File: config.mk
export PLATFORM = sky130hd
export DESIGN_NAME = nib3_pack_arbiter_flat
export DESIGN_NICKNAME = d
export VERILOG_FILES = /design/src/rtl/nib3_pack_arbiter_if.sv /design/src/rtl/nib3_pack_arbiter.sv /design/src/flat_wrapper.sv
export SDC_FILE = /design/constraint.sdc
export NUM_CORES = 1
export LEC_CHECK = 0
export ABC_AREA = 0
export CORE_ASPECT_RATIO = 1.25
export CORE_MARGIN = 5
export CORE_UTILIZATION = 55
export CTS_BUF_LIST = sky130_fd_sc_hd__clkbuf_8 sky130_fd_sc_hd__clkbuf_16
export CTS_CLUSTER_SIZE = 10
export DETAILED_ROUTE_END_ITERATION = 8
export PLACE_DENSITY = 0.84
export SYNTH_ARGS = -nofsm -noshare
export SYNTH_HDL_FRONTEND = slang
export SYNTH_SLANG_ARGS = --single-unit
File: constraint.sdc
create_clock -name clk -period 3.8 [get_ports clk]
set_clock_uncertainty 0.15 [all_clocks]
set_input_delay 0.76 -clock clk [delete_from_list [all_inputs] [get_ports clk]]
set_output_delay 0.76 -clock clk [all_outputs]
set_load 0.03 [all_outputs]
File: src/rtl/nib3_pack_arbiter_if.sv
// Bus bundle for the three-requester nibble packer: per-requester request,
// nibble data, grant and word counter, the configuration write port and the
// packed byte output with its valid/ready handshake.
interface nib3_pack_arbiter_if #(
    parameter int DW = 4,
    parameter int CW = 4
);
    logic            req0, req1, req2;
    logic [DW-1:0]   dat0, dat1, dat2;
    logic [7:0]      cfg_data;
    logic            cfg_we;
    logic            out_rdy;
    logic            gnt0, gnt1, gnt2;
    logic [CW-1:0]   cnt0, cnt1, cnt2;
    logic [2*DW-1:0] out_data;
    logic            out_vld;

    // Side that drives requests, configuration and downstream ready.
    modport master (
        output req0, req1, req2, dat0, dat1, dat2, cfg_data, cfg_we, out_rdy,
        input  gnt0, gnt1, gnt2, cnt0, cnt1, cnt2, out_data, out_vld
    );

    // The arbiter itself.
    modport slave (
        input  req0, req1, req2, dat0, dat1, dat2, cfg_data, cfg_we, out_rdy,
        output gnt0, gnt1, gnt2, cnt0, cnt1, cnt2, out_data, out_vld
    );
endinterface

File: src/rtl/nib3_pack_arbiter.sv
// Three-way nibble packer. An owner is chosen in IDLE (round-robin or fixed
// priority, masked by the enable field), then supplies a low and a high nibble
// per word for up to burst-length words. Packed bytes go out through a single
// registered valid/ready stage; per-requester saturating counters count words.
module nib3_pack_arbiter #(
    parameter int         DW      = 4,
    parameter int         CW      = 4,
    parameter logic [7:0] CFG_RST = 8'h71
) (
    input logic                 clk,
    input logic                 rst,
    nib3_pack_arbiter_if.slave  bus
);

    typedef enum logic [1:0] {
        IDLE = 2'd0,
        LO   = 2'd1,
        HI   = 2'd2
    } state_t;

    localparam logic [CW-1:0] CNT_MAX = '1;

    // Registered state
    state_t          state;
    logic [1:0]      owner;
    logic [1:0]      rr_ptr;
    logic [4:0]      burst_len;   // 1..16 words, latched at grant
    logic [4:0]      burst_cnt;   // words completed in the current burst
    logic [DW-1:0]   lo_nib;
    logic [7:0]      cfg;
    logic [2*DW-1:0] out_data_q;
    logic            out_vld_q;
    logic [CW-1:0]   cnt_q [3];

    // Combinational decode
    logic            free;
    logic            busy;
    logic            req_own;
    logic [DW-1:0]   dat_own;
    logic            owner_en;
    logic            xfer;
    logic            load;
    logic            burst_done;
    logic [2:0]      elig;
    logic            win_vld;
    logic [1:0]      win_idx;
    logic [4:0]      cfg_len;
    logic [1:0]      next_ptr;

    // The output stage can accept a new word when empty or draining this cycle;
    // every state transition waits on it so a stall freezes the whole block.
    assign free     = !out_vld_q || bus.out_rdy;
    assign busy     = (state == LO) || (state == HI);
    assign elig     = {bus.req2, bus.req1, bus.req0} & cfg[6:4];
    assign cfg_len  = (cfg[3:0] == 4'd0) ? 5'd16 : {1'b0, cfg[3:0]};
    assign xfer     = busy && free && req_own;
    assign load     = (state == HI) && xfer;
    assign next_ptr = (owner == 2'd2) ? 2'd0 : owner + 2'd1;

    // A word completing the burst, or an owner whose enable was withdrawn,
    // hands the channel back to arbitration.
    assign burst_done = ((burst_cnt + 5'd1) == burst_len) || !owner_en;

    // Select the current owner's request, nibble and enable bit.
    always_comb begin
        // NOTE: every output of a combinational block gets a default first so no latch is inferred.
        req_own  = 1'b0;
        dat_own  = '0;
        owner_en = 1'b0;
        case (owner)
            2'd0: begin
                req_own  = bus.req0;
                dat_own  = bus.dat0;
                owner_en = cfg[4];
            end
            2'd1: begin
                req_own  = bus.req1;
                dat_own  = bus.dat1;
                owner_en = cfg[5];
            end
            2'd2: begin
                req_own  = bus.req2;
                dat_own  = bus.dat2;
                owner_en = cfg[6];
            end
            default: ;
        endcase
    end

    // Pick the winner among eligible requesters: lowest index in fixed-priority
    // mode, otherwise the first eligible at or after the round-robin pointer.
    always_comb begin
        win_vld = |elig;
        win_idx = 2'd0;
        if (cfg[7]) begin
            if (elig[0])      win_idx = 2'd0;
            else if (elig[1]) win_idx = 2'd1;
            else if (elig[2]) win_idx = 2'd2;
        end else begin
            case (rr_ptr)
                2'd1: begin
                    if (elig[1])      win_idx = 2'd1;
                    else if (elig[2]) win_idx = 2'd2;
                    else if (elig[0]) win_idx = 2'd0;
                end
                2'd2: begin
                    if (elig[2])      win_idx = 2'd2;
                    else if (elig[0]) win_idx = 2'd0;
                    else if (elig[1]) win_idx = 2'd1;
                end
                default: begin
                    if (elig[0])      win_idx = 2'd0;
                    else if (elig[1]) win_idx = 2'd1;
                    else if (elig[2]) win_idx = 2'd2;
                end
            endcase
        end
    end

    // Grants are only offered while a word is in progress and the output can take it.
    assign bus.gnt0 = busy && (owner == 2'd0) && free;
    assign bus.gnt1 = busy && (owner == 2'd1) && free;
    assign bus.gnt2 = busy && (owner == 2'd2) && free;

    // Ownership FSM: arbitrate, collect low nibble, collect high nibble.
    always_ff @(posedge clk or posedge rst) begin
        // NOTE: all clocked state uses non-blocking assignments so every register samples pre-edge values.
        if (rst) begin
            state     <= IDLE;
            owner     <= 2'd0;
            rr_ptr    <= 2'd0;
            burst_len <= 5'd0;
            burst_cnt <= 5'd0;
            lo_nib    <= '0;
        end else if (free) begin
            case (state)
                IDLE: begin
                    if (win_vld) begin
                        owner     <= win_idx;
                        burst_len <= cfg_len;
                        burst_cnt <= 5'd0;
                        state     <= LO;
                    end
                end
                LO: begin
                    if (req_own) begin
                        lo_nib <= dat_own;
                        state  <= HI;
                    end else begin
                        // Nothing has been taken for this word yet, so let go.
                        state <= IDLE;
                    end
                end
                HI: begin
                    // A half-received word is never abandoned: without a request, hold here.
                    if (req_own) begin
                        burst_cnt <= burst_cnt + 5'd1;
                        if (burst_done) begin
                            rr_ptr <= next_ptr;
                            state  <= IDLE;
                        end else begin
                            state <= LO;
                        end
                    end
                end
                default: state <= IDLE;
            endcase
        end
    end

    // Output register: load a packed word, or drop valid once it is accepted.
    always_ff @(posedge clk or posedge rst) begin
        if (rst) begin
            out_vld_q  <= 1'b0;
            out_data_q <= '0;
        end else if (load) begin
            out_vld_q  <= 1'b1;
            out_data_q <= {dat_own, lo_nib};
        end else if (bus.out_rdy) begin
            out_vld_q <= 1'b0;
        end
    end

    // Configuration register; a write also clears the service counters below.
    always_ff @(posedge clk or posedge rst) begin
        if (rst) begin
            cfg <= CFG_RST;
        end else if (bus.cfg_we) begin
            cfg <= bus.cfg_data;
        end
    end

    // Saturating per-requester word counters; a configuration write wins over a completion.
    always_ff @(posedge clk or posedge rst) begin
        if (rst) begin
            for (int k = 0; k < 3; k++) cnt_q[k] <= '0;
        end else if (bus.cfg_we) begin
            for (int k = 0; k < 3; k++) cnt_q[k] <= '0;
        end else begin
            for (int k = 0; k < 3; k++) begin
                if (load && (owner == 2'(k)) && (cnt_q[k] != CNT_MAX)) begin
                    cnt_q[k] <= cnt_q[k] + 1'b1;
                end
            end
        end
    end

    assign bus.out_vld  = out_vld_q;
    assign bus.out_data = out_data_q;
    assign bus.cnt0     = cnt_q[0];
    assign bus.cnt1     = cnt_q[1];
    assign bus.cnt2     = cnt_q[2];

endmodule
File: src/flat_wrapper.sv
// flat-port wrapper written by rule: the top's interface ports become plain ports
module nib3_pack_arbiter_flat 
#(
    parameter int         DW      = 4,
    parameter int         CW      = 4,
    parameter logic [7:0] CFG_RST = 8'h71
)
  (clk, rst, bus_req0, bus_req1, bus_req2, bus_dat0, bus_dat1, bus_dat2, bus_cfg_data, bus_cfg_we, bus_out_rdy, bus_gnt0, bus_gnt1, bus_gnt2, bus_cnt0, bus_cnt1, bus_cnt2, bus_out_data, bus_out_vld);
  nib3_pack_arbiter_if #(.DW(DW), .CW(CW)) bus_i ();
  input logic clk;
  input logic rst;
  input wire logic [$bits(bus_i.req0)-1:0] bus_req0;
  input wire logic [$bits(bus_i.req1)-1:0] bus_req1;
  input wire logic [$bits(bus_i.req2)-1:0] bus_req2;
  input wire logic [$bits(bus_i.dat0)-1:0] bus_dat0;
  input wire logic [$bits(bus_i.dat1)-1:0] bus_dat1;
  input wire logic [$bits(bus_i.dat2)-1:0] bus_dat2;
  input wire logic [$bits(bus_i.cfg_data)-1:0] bus_cfg_data;
  input wire logic [$bits(bus_i.cfg_we)-1:0] bus_cfg_we;
  input wire logic [$bits(bus_i.out_rdy)-1:0] bus_out_rdy;
  output wire logic [$bits(bus_i.gnt0)-1:0] bus_gnt0;
  output wire logic [$bits(bus_i.gnt1)-1:0] bus_gnt1;
  output wire logic [$bits(bus_i.gnt2)-1:0] bus_gnt2;
  output wire logic [$bits(bus_i.cnt0)-1:0] bus_cnt0;
  output wire logic [$bits(bus_i.cnt1)-1:0] bus_cnt1;
  output wire logic [$bits(bus_i.cnt2)-1:0] bus_cnt2;
  output wire logic [$bits(bus_i.out_data)-1:0] bus_out_data;
  output wire logic [$bits(bus_i.out_vld)-1:0] bus_out_vld;
  assign bus_i.req0 = bus_req0;
  assign bus_i.req1 = bus_req1;
  assign bus_i.req2 = bus_req2;
  assign bus_i.dat0 = bus_dat0;
  assign bus_i.dat1 = bus_dat1;
  assign bus_i.dat2 = bus_dat2;
  assign bus_i.cfg_data = bus_cfg_data;
  assign bus_i.cfg_we = bus_cfg_we;
  assign bus_i.out_rdy = bus_out_rdy;
  assign bus_gnt0 = bus_i.gnt0;
  assign bus_gnt1 = bus_i.gnt1;
  assign bus_gnt2 = bus_i.gnt2;
  assign bus_cnt0 = bus_i.cnt0;
  assign bus_cnt1 = bus_i.cnt1;
  assign bus_cnt2 = bus_i.cnt2;
  assign bus_out_data = bus_i.out_data;
  assign bus_out_vld = bus_i.out_vld;
  nib3_pack_arbiter #(.DW(DW), .CW(CW), .CFG_RST(CFG_RST)) u_core (.clk(clk), .rst(rst), .bus(bus_i));
endmodule
Word level (Yosys, flattened, before mapping)
Cells that the tools add are included.
{ "totals": {"reg_bits": 49, "input_bits": 27, "out_inout_bits": 24, "wordCells": 91} }
{ "classes": {"n_addsub": 5, "n_eq_ne": 12, "muxes": 27, "bitwise_logic": 1, "n_reduce_logical": 34} }
{ "op_table": {"columns": ["op", "count"], "rows": [
  ["$mux W2", 10],
  ["$logic_and A1 B1 Y1", 15],
  ["$mux W5", 3],
  ["$add A4 B1 Y4 const B", 3],
  ["$mux W12", 1],
  ["$mux W4", 3],
  ["$ne A4 B4 Y1 const B", 3],
  ["$pmux W4 S3", 1],
  ["$pmux W5 S2", 1],
  ["$reduce_bool A2 Y1", 5],
  ["$reduce_and A3 Y1", 3],
  ["$reduce_and A4 Y1", 2],
  ["$eq A2 B1 Y1 const B", 3],
  ["$eq A2 B2 Y1 const B", 3],
  ["$pmux W1 S3", 2],
  ["$pmux W2 S3", 1],
  ["$add A5 B1 Y5 const B", 1],
  ["$eq A5 B5 Y1", 1],
  ["$logic_not A2 Y1", 2],
  ["$logic_not A4 Y1", 1],
  ["$mux W1", 4],
  ["$ne A2 B1 Y1 const B", 2],
  ["$pmux W2 S2", 1],
  ["$and A3 B3 Y3", 1],
  ["4 further kinds", 7]
]} }

Longest topological paths before layout
Gate-level depths: netlist of run 1.
{ "logic_depth": {"word_depth": 9, "mapped_depth": 7, "depth_no_buf": 7} }

Worst setup path before layout of run 1
OpenSTA, ideal clock, no wires.
{ "synth_path": {"path_kind": "input to output", "start": "in bus_out_rdy", "end": "out bus_gnt0", "arrival_ps": 1855, "required_ps": 2890, "slack_ps": 1035, "cell_stages": 4, "path_buffers": 1, "path_cell_list": "nand2b_1 -> clkbuf_1 -> nand2_1 -> nor3_1"} }
{ "synth_via": {"elab_chain_len": 2} }
{ "synth_rtl": {"columns": ["item", "line_no", "text"], "rows": [
  ["start: declaration", "flat_wrapper.sv:20", "input wire logic [$bits(bus_i.out_rdy)-1:0] bus_out_rdy;"],
  ["$logic_or A1 B1 Y1", "nib3_pack_arbiter.sv:52", "assign free = !out_vld_q || bus.out_rdy;"],
  ["$logic_and A1 B1 Y1", "nib3_pack_arbiter.sv:121", "assign bus.gnt0 = busy && (owner == 2'd0) && free;"],
  ["end: declaration", "flat_wrapper.sv:21", "output wire logic [$bits(bus_i.gnt0)-1:0] bus_gnt0;"]
]} }
Every way passes these cells.

Final worst setup path of run 1
Ends and elaborated chain as after synthesis.

==> results.py, run 1 <==
metrics = {
    "pwr": {
        "p_total_w": 0.001954,
        "leakage_nw": 1.327,
        "power.density_nw_per_um2": 611.5,
        "vdd_drop_max_uv": 318.7,
    },
    "clock_tree": {
        "tritoncts": "yes",
        "hold_buffers": 0,
        "clk_latency_ns": 0.30,
        "max-clock-path-buffers": 2,
        "htree_levels": 2,
        "cts_setup_buffers": 0,
        "cts_resized": 0,
        "cts-root-buf": "clkbuf_8",
        "path_clk_slew_ns": 0.08,
        "clock_sinks": 49,
        "numCtsBuffers": 5,
    },
    "placed_design": {
        "portBuffers": 50,
        "dp_hpwl_um": 4096,
        "place_ws_ns": 0.6449,
        "gp_congestion": 0.8776,
    },
    "synth": {
        "synth_warnings": 0,
        "ys_ff_latch": 49,
        "synthXorXnorAreaFrac_pct": 6.719,
        "synth-compound-area-share_pct": 10.61,
        "synth-simple-area-share_pct": 15.14,
        "muxShareOfSynthArea_pct": 11.20,
        "synth_adder_area_share_pct": 4.869,
        "async_reset_ff_share_pct": 100.0,
        "synth_flop_cell": "dfrtp_1",
        "synth_top_family_by_area": "simple AND/OR/NAND/NOR gates",
        "synth_edf_count": 0,
        "synth_cells": 237,
        "syn_nets": 274,
        "netlist_area_sq_um": 2570,
        "avgSynthCellArea_sq_um": 10.84,
        "ys_types": 45,
        "ys_seq_area_share_pct": 47.91,
    },
    "sta": {
        "timing.fmax_mhz": 316.7,
        "fin_ws_ns": 0.6423,
        "setup_viol": 0,
        "final.setup.tns_ns": 0,
        "maxSlewViolCount": 0,
        "rsz0062_at_grt": "no",
        "finalHoldViolations": 0,
        "tightest_slew_ns": 0.9972,
        "slew_headroom_pct": 33.42,
        "layout_min_cycle_time_ns": 3.158,
        "min_period_over_period_pct": 83.10,
    },
    "drt": {
        "wl_um": 5395,
        "ant_nets": 0,
        "drt_iter0_markers": 100,
        "drc_errors": 0,
        "drtPass1Iterations": 4,
        "via_count": 1951,
        "via_per_inst": 5.622,
        "wl_per_cell_um": 15.55,
    },
    "layout": {
        "area_delta_synth_final_pct": 24.34,
        "antennaDiodeCount": 0,
        "fillCellCount": 338,
        "finalNetCount": 325,
        "final_layout_size_suffix_gt1_share_pct": 15.22,
    },
    "outcome": {
        "status": "completed",
    },
    "floorplan": {
        "start_util_pct": 57.63,
        "io_pins": 51,
        "rows": 27,
        "dieArea_sq_um": 6148,
        "die_h_um": 86.43,
        "die_w_um": 71.14,
        "core_sq_um": 4459,
    },
    "critical_path": {
        "ff2ff_path_depth": 6,
        "crit_start": "bus_out_rdy",
        "worstSetupEndpoint": "bus_gnt0",
        "crit_fanout": 3,
        "r2r-start": "u_core.state[0]",
        "endpoint_kind": "primary output",
        "required_ns": 2.89,
        "r2r_end": "u_core.bus.out_data[1]",
        "path_class": "in -> out",
        "cp_data_arrival_time_ns": 2.25,
        "regToRegSetupSlack_ns": 1.58,
        "cp-start-kind": "primary input",
    },
    "global_route": {
        "overflow": 0,
        "antenna_found_initial": 0,
        "grt_pass1_wl_um": 9273,
        "first_global_vias": 1976,
        "grt_max_degree": 50,
        "grt_usage_pct": 18.72,
    },
    "job": {
        "max_cap_violations": 0,
    },
    "hold_path": {
        "hold_path.class": "reg -> reg",
    },
}
## report_power, final
part	internal [W]	switching, W	total [W]
registers	0.000659	0.000113	0.000772
clock network	0.000123	0.000159	0.000282
logic	0.000398	0.000503	0.000900
## worst max-delay path, cell delays in order
cell	delay, ns
clkdlybuf4s50_1	0.44
nand2b_1	0.12
nand2_1	0.08
nor3_1	0.14
clkdlybuf4s50_1	0.71
## per-layer routing
metal / wire length (um) / track usage (%)
met5: 0 / 0
met4: 80 / 5.983
met3: 124 / 3.712
met2: 2923 / 33.03
met1: 2267 / 22.80
## sequential cells by signal, summed over array words and instances (netlist names), 4 cells and up
register             cells
u_core.lo_nib            4
u_core.bus.cnt2          4
u_core.bus.cnt1          4
u_core.bus.out_data      8
u_core.burst_len         5
u_core.burst_cnt         5
u_core.bus.cnt0          4
u_core.cfg               8
## cells in the mapped netlist, types with 2 or more instances
library cell   n  share of area [%]
nand2b_1       3               0.73
nor3_2         2               0.78
and3_1         2               0.49
clkbuf_1       3               0.44
o2111ai_1      2               0.68
buf_2          4               0.78
nor4_2         4                1.9
dfstp_2        4                4.1
nor2b_1        2               0.49
ha_1          10                4.9
mux2_2        18                7.9
nor3b_1        2               0.58
o21ai_0       10                1.9
nand2_1       11                1.6
o211ai_1       2               0.58
dfrtp_1       45                 44
nand4_1        2               0.49
nand3_1       11                2.1
nor3_1         5               0.97
inv_1         11                1.6
mux2i_1        7                2.7
a21oi_1       14                2.7
nor2_1        26                3.8
xor2_1         4                1.4
xnor2_1       13                4.4
## worst min-delay path by stage
stage                                 from                      to  slack [ns]  cells past startpoint
finish              u_core.bus.out_data[2]  u_core.bus.out_data[2]        0.36                      1
global route        u_core.bus.out_data[2]  u_core.bus.out_data[2]        0.39                      1
CTS                 u_core.bus.out_data[2]  u_core.bus.out_data[2]        0.37                      1
detailed placement  u_core.bus.out_data[2]  u_core.bus.out_data[2]        0.35                      1
global placement    u_core.bus.out_data[2]  u_core.bus.out_data[2]        0.34                      1
floorplan              u_core.burst_cnt[1]     u_core.burst_cnt[1]        0.32                      2
## through the flow
stage               hold slack [ns]  util [%]  instance area (sq um)  cells
finish                       0.3637     71.66                   3196    347
global route                 0.3937     71.66                   3196    347
CTS                          0.3684     71.66                   3196    347
detailed placement           0.3496     69.87                   3115    339
global placement             0.3409     69.87                   3115    339
floorplan                    0.3249         -                   2570    237
## placed cells by master (no fill, tap or decap), types with 4 or more instances in the layout
master           netlist  routed
dfstp_2                4       4
nor2_1                26      26
mux2_2                18      18
dfrtp_1               45      45
clkdlybuf4s50_1        0      50
nand2_1               11      11
nand3_1               11      11
nor3_1                 5       5
xor2_1                 4       4
ha_1                  10      10
inv_1                 11      13
o21ai_0               10      10
xnor2_1               13      13
a21oi_1               14      14
clkbuf_8               0       5
mux2i_1                7       7
nor4_2                 4       4
## layout make-up
cell class                      count  area [sq um]  share of cell area [%]
Timing Repair Buffer               53         523.0                   16.37
Multi-Input combinational cell    168          1247                   39.04
Sequential cell                    49          1231                   38.53
Tap cell                           58         72.57                   2.271
Inverter                           11         41.29                   1.292
Clock inverter                      3         11.26                  0.3524
Clock buffer                        5         68.82                   2.153
## cells by family after synthesis
logic type | after synthesis
simple gates | 74
fa+ha+maj | 10
xor+xnor | 18
mux | 26
compound gates | 40
buf+inv | 20
flops | 49
(Power assumes the default switching activity.)
==> inputs of run 2 (changes only) <==
--- a/config.mk
+++ b/config.mk
@@ -8,11 +8,11 @@
 export ABC_AREA = 0
 export CORE_ASPECT_RATIO = 1.25
 export CORE_MARGIN = 5
-export CORE_UTILIZATION = 55
+export CORE_UTILIZATION = 46
 export CTS_BUF_LIST = sky130_fd_sc_hd__clkbuf_8 sky130_fd_sc_hd__clkbuf_16
 export CTS_CLUSTER_SIZE = 10
 export DETAILED_ROUTE_END_ITERATION = 8
-export PLACE_DENSITY = 0.84
+export PLACE_DENSITY = 0.75
 export SYNTH_ARGS = -nofsm -noshare
 export SYNTH_HDL_FRONTEND = slang
 export SYNTH_SLANG_ARGS = --single-unit
==> constraint.sdc (replaced) <==
create_clock -name clk -period 2.9 [get_ports clk]
set_clock_uncertainty 0.15 [all_clocks]
set_input_delay 0.58 -clock clk [delete_from_list [all_inputs] [get_ports clk]]
set_output_delay 0.58 -clock clk [all_outputs]
set_load 0.03 [all_outputs]
==> results.py, run 2 (synthesis results as in run 1) <==
metrics = {
    "clock_tree": {
        "cts_setup_buffers": 0,
        "hold_buffers": 0,
        "clk_latency_ns": 0.30,
        "htree_levels": 2,
        "numCtsBuffers": 5,
        "cts_resized": 0,
        "cts-root-buf": "clkbuf_8",
        "max-clock-path-buffers": 2,
        "clock_sinks": 49,
        "tritoncts": "yes",
        "path_clk_slew_ns": 0.08,
    },
    "pwr": {
        "p_seq_share_pct": 39.5,
        "vdd_drop_max_uv": 344.9,
        "pwr-share-clk_pct": 16.4,
        "internal_power_w": 0.001597,
        "switching_power_w": 0.001028,
        "leakage_nw": 1.350,
        "pwr-share-comb_pct": 44.1,
        "power.density_nw_per_um2": 810.4,
        "switching_share_pct": 39.16,
    },
    "critical_path": {
        "cp_data_arrival_time_ns": 1.82,
        "required_ns": 2.17,
        "regToRegSetupSlack_ns": 0.66,
        "endpoint_kind": "primary output",
        "cp-start-kind": "primary input",
        "path_class": "in -> out",
        "crit_fanout": 11,
    },
    "global_route": {
        "overflow": 0,
        "first_global_vias": 2029,
        "grt_max_degree": 37,
        "grt_pass1_wl_um": 9542,
        "grt_usage_pct": 16.41,
        "antenna_found_initial": 0,
    },
    "placed_design": {
        "placed_area_sq_um": 3138,
        "dp_hpwl_um": 4276,
        "dp_cells": 348,
        "gp_congestion": 0.7769,
        "portBuffers": 50,
    },
    "layout": {
        "antennaDiodeCount": 0,
        "area_delta_synth_final_pct": 26.05,
        "mostFrequentLayoutCell": "clkdlybuf4s50_1",
        "fillCellCount": 443,
        "multi_input_area_sq_um": 1247,
        "mostFrequentLayoutCells": "clkdlybuf4s50_1, dfrtp_1, nor2_1",
        "finalNetCount": 328,
        "fin_cells": 356,
        "seqCellArea_sq_um": 1231,
        "design_area_sq_um": 3239,
        "final_layout_size_suffix_gt1_share_pct": 18.15,
    },
    "floorplan": {
        "die_w_um": 76.86,
        "dieArea_sq_um": 7191,
        "core_sq_um": 5443,
        "io_pins": 51,
        "start_util_pct": 47.22,
        "rows": 30,
        "die_h_um": 93.57,
    },
    "sta": {
        "timing.fmax_mhz": 391.8,
        "slew_headroom_pct": 51.98,
        "maxSlewViolCount": 0,
        "final.setup.tns_ns": 0,
        "rsz0062_at_grt": "no",
        "tightest_slew_ns": 0.7193,
        "hold-worst-slack_ns": 0.3627,
        "setup_viol": 0,
        "layout_min_cycle_time_ns": 2.553,
        "finalHoldViolations": 0,
        "min_period_over_period_pct": 88.02,
    },
    "drt": {
        "wl_per_cell_um": 15.62,
        "drc_errors": 0,
        "ant_nets": 0,
        "drt_iter0_markers": 111,
        "via_per_inst": 5.444,
        "drtPass1Iterations": 6,
        "wl_um": 5561,
        "via_count": 1938,
    },
    "outcome": {
        "status": "completed",
    },
    "hold_path": {
        "hold_path.class": "reg -> reg",
    },
    "job": {
        "max_cap_violations": 0,
    },
}
[run 2: cell count changes in the layout (fill, tap and decap cells not counted)]
| cell | before | now |
|---|---|---|
| inv_1 | 13 | 10 |
| clkdlybuf4s50_1 | 50 | 47 |
| clkbuf_8 | 5 | 7 |
| clkinv_2 | 0 | 1 |
| buf_4 | 3 | 9 |
[run 2: power by group through the flow]
stage	sequential [W]	clock [W]	combinational, W
after CTS	0.00104	0.000446	0.00117
after global placement	0.00105	0	0.00114
after detailed placement	0.00105	0	0.00116
after global routing	0.00107	0.000476	0.00127
final	0.00104	0.000431	0.00116
after floorplan	0.00110	0	0.000743
[run 2: critical path, cell delays in order]
cell and delay [ns]:
clkdlybuf4s50_1 0.45, nand2b_1 0.33, nand2_1 0.12, nor3_1 0.15, buf_4 0.19
[run 2: layer usage]
layer	track usage [%]	vias to the layer above	share of wire [%]
met1	19.91	941	42
li1	-	938	-
met3	3.372	11	3.8
met5	0	-	0
met2	28.61	48	52
met4	5.831	0	1.8
[run 2: metrics by stage]
stage                     util [%]  setup slack (ns)  total power, W
after floorplan                  -            0.4951        0.001840
after global placement       57.66            0.3943        0.002185
after detailed placement     57.66            0.3527        0.002217
after CTS                    59.52            0.3570        0.002652
after global routing         59.52            0.2559        0.002810
final                        59.52            0.3474        0.002625
[run 2: final cells by class]
| class | count | area share [%] |
|---|---|---|
| clock buffer | 7 | 2.974 |
| clock inverter | 1 | 0.1545 |
| inverter | 11 | 1.275 |
| multi-input combinational | 168 | 38.51 |
| sequential | 49 | 38.01 |
| tap | 64 | 2.472 |
| timing repair buffer | 56 | 16.61 |
[run 2: final timing paths]
kind	start	end	cells past startpoint
setup / recovery	bus_out_rdy	bus_gnt2	5
hold / removal	u_core.bus.out_data[2]	u_core.bus.out_data[2]	1
setup reg to reg	u_core.owner[0]	u_core.rr_ptr[1]	5
hold reg to reg	u_core.bus.out_data[2]	u_core.bus.out_data[2]	1
max in group asynchronous	rst	u_core.lo_nib[2]	3
min in group asynchronous	rst	u_core.bus.cnt1[3]	2
==> inputs of run 3 (changes only) <==
--- a/config.mk
+++ b/config.mk
@@ -8,11 +8,12 @@
 export ABC_AREA = 0
 export CORE_ASPECT_RATIO = 1.25
 export CORE_MARGIN = 5
-export CORE_UTILIZATION = 46
+export CORE_UTILIZATION = 51
 export CTS_BUF_LIST = sky130_fd_sc_hd__clkbuf_8 sky130_fd_sc_hd__clkbuf_16
 export CTS_CLUSTER_SIZE = 10
 export DETAILED_ROUTE_END_ITERATION = 8
-export PLACE_DENSITY = 0.75
+export PLACE_DENSITY = 0.79
+export RECOVER_POWER = 50
 export SYNTH_ARGS = -nofsm -noshare
 export SYNTH_HDL_FRONTEND = slang
 export SYNTH_SLANG_ARGS = --single-unit
==> constraint.sdc (replaced) <==
create_clock -name clk -period 2.8 [get_ports clk]
set_clock_uncertainty 0.15 [all_clocks]
set_input_delay 0.56 -clock clk [delete_from_list [all_inputs] [get_ports clk]]
set_output_delay 0.56 -clock clk [all_outputs]
set_load 0.03 [all_outputs]
==> results.py, run 3 (synthesis results as in run 1) <==
metrics = {
    "outcome": {
        "status": "completed",
    },
    "critical_path": {
        "cp-start-kind": "primary input",
        "cp_data_arrival_time_ns": 1.89,
        "critPathTopFamily": "buffers and inverters",
        "crit_buf_inv": 2,
        "endpoint_kind": "primary output",
        "required_ns": 2.09,
        "path_class": "in -> out",
        "max_stage_delay_ns": 0.51,
        "crit_fanout": 11,
        "crit_chain": "dlygate4sd3_1 > nand2b_1 > nand2_1 > nor3_1 > buf_4",
        "slowest_stage": "dlygate4sd3_1",
    },
    "floorplan": {
        "die_h_um": 89.37,
        "start_util_pct": 51.70,
        "die_w_um": 73.49,
        "io_pins": 51,
        "core_sq_um": 4971,
        "rows": 29,
        "dieArea_sq_um": 6567,
    },
    "clock_tree": {
        "cts-root-buf": "clkbuf_8",
        "cts_setup_buffers": 0,
        "clk_latency_ns": 0.29,
        "tritoncts": "yes",
        "numCtsBuffers": 5,
        "cts_resized": 0,
        "path_clk_slew_ns": 0.08,
        "clock_sinks": 49,
        "htree_levels": 2,
        "max-clock-path-buffers": 2,
        "hold_buffers": 0,
    },
    "sta": {
        "layout_min_cycle_time_ns": 2.597,
        "setup_viol": 0,
        "slew_headroom_pct": 21.51,
        "timing.fmax_mhz": 385.1,
        "maxSlewViolCount": 0,
        "finalHoldViolations": 0,
        "min_period_over_period_pct": 92.74,
        "rsz0062_at_grt": "no",
        "tightest_slew_ns": 1.177,
        "final.setup.tns_ns": 0,
    },
    "pwr": {
        "leakage_nw": 1.329,
        "pwr-share-comb_pct": 43.9,
        "p_seq_share_pct": 40.6,
        "pwr-share-clk_pct": 15.5,
        "switching_power_w": 0.001038,
        "switching_share_pct": 39.36,
        "power.density_nw_per_um2": 825.9,
        "internal_power_w": 0.001599,
        "vdd_drop_max_uv": 518.0,
    },
    "placed_design": {
        "dp_cells": 344,
        "gp_congestion": 0.8162,
        "portBuffers": 50,
        "dp_hpwl_um": 3922,
    },
    "drt": {
        "drt_iter0_markers": 71,
        "drtPass1Iterations": 4,
        "drc_errors": 0,
        "ant_nets": 0,
        "wl_per_cell_um": 14.80,
        "wl_um": 5211,
        "via_count": 1895,
        "via_per_inst": 5.384,
    },
    "job": {
        "max_cap_violations": 0,
    },
    "layout": {
        "utilization_pct": 64.23,
        "fillCellCount": 417,
        "finalNetCount": 326,
        "antennaDiodeCount": 0,
        "mostFrequentLayoutCell": "dfrtp_1",
        "final_layout_size_suffix_gt1_share_pct": 15.52,
        "fin_cells": 352,
        "mostFrequentLayoutCells": "dfrtp_1, clkdlybuf4s50_1, nor2_1",
        "area_delta_synth_final_pct": 24.25,
    },
    "global_route": {
        "grt_pass1_wl_um": 8776,
        "grt_usage_pct": 17.04,
        "first_global_vias": 1941,
        "grt_max_degree": 50,
        "antenna_found_initial": 0,
        "overflow": 0,
    },
    "hold_path": {
        "hold_path.class": "reg -> reg",
    },
}
## run 3: cell types whose count changed in the layout (fill, tap and decap cells not counted), sizes merged
| cell | before | now |
|---|---|---|
| clkbuf | 7 | 9 |
| buf | 9 | 4 |
| inv | 11 | 12 |
| clkdlybuf4s50 | 47 | 43 |
| dlygate4sd3 | 0 | 4 |
## run 3: cell type report
cell class / count / area [sq um] / share of cell area (%)
Sequential cell: 49 / 1231 / 38.56
Timing Repair Buffer: 54 / 513.0 / 16.07
Clock inverter: 2 / 7.507 / 0.2351
Clock buffer: 6 / 82.58 / 2.586
Multi-Input combinational cell: 168 / 1240 / 38.83
Inverter: 11 / 41.29 / 1.293
Tap cell: 62 / 77.57 / 2.429
## run 3: stage by stage
stage	power, W	setup WS (ns)	hold WS [ns]	cell area [sq um]
after detailed placement	0.002271	0.1825	0.3508	3133
after global placement	0.002238	0.2547	0.3370	3133
after CTS	0.002689	0.2629	0.3695	3223
after global routing	0.002822	0.09985	0.3789	3193
after floorplan	0.001906	0.4351	0.3249	2570
final	0.002637	0.2034	0.3666	3193
## run 3: final timing paths
kind                       slack, ns              startpoint                     end  cells past startpoint
setup / recovery                0.20             bus_out_rdy                bus_gnt0                      5
hold / removal                  0.37  u_core.bus.out_data[2]  u_core.bus.out_data[2]                      1
setup reg to reg                0.48         u_core.owner[0]  u_core.bus.out_data[0]                      5
hold reg to reg                 0.37  u_core.bus.out_data[2]  u_core.bus.out_data[2]                      1
max in group asynchronous       0.85                     rst  u_core.bus.out_data[4]                      3
min in group asynchronous       0.92                     rst  u_core.bus.out_data[2]                      3
## run 3: worst register-to-register path: stages (launching register included)
cell     delay, ns
dfrtp_1       0.71
mux2i_1       0.39
o21a_1        0.42
nor2_2        0.07
buf_4         0.20
mux2_2        0.27
## run 3: power by group through the flow
stage	clock, W	sequential, W	combinational (W)
2_1_floorplan	0	0.00114	0.000769
3_3_place_gp	0	0.00108	0.00116
3_5_place_dp	0	0.00109	0.00118
4_1_cts	0.000425	0.00107	0.00119
5_1_grt	0.000451	0.00110	0.00127
6_report	0.000408	0.00107	0.00116
## run 3: routing by layer
layer | global-route usage [%] | share of wire (%) | wire [um] | vias to the layer above
li1 | - | - | - | 937
met1 | 20.03 | 40 | 2092 | 929
met4 | 4.942 | 0.96 | 50 | 0
met2 | 30.89 | 57 | 2952 | 23
met5 | 0 | 0 | 0 | -
met3 | 3.712 | 2.2 | 116 | 6
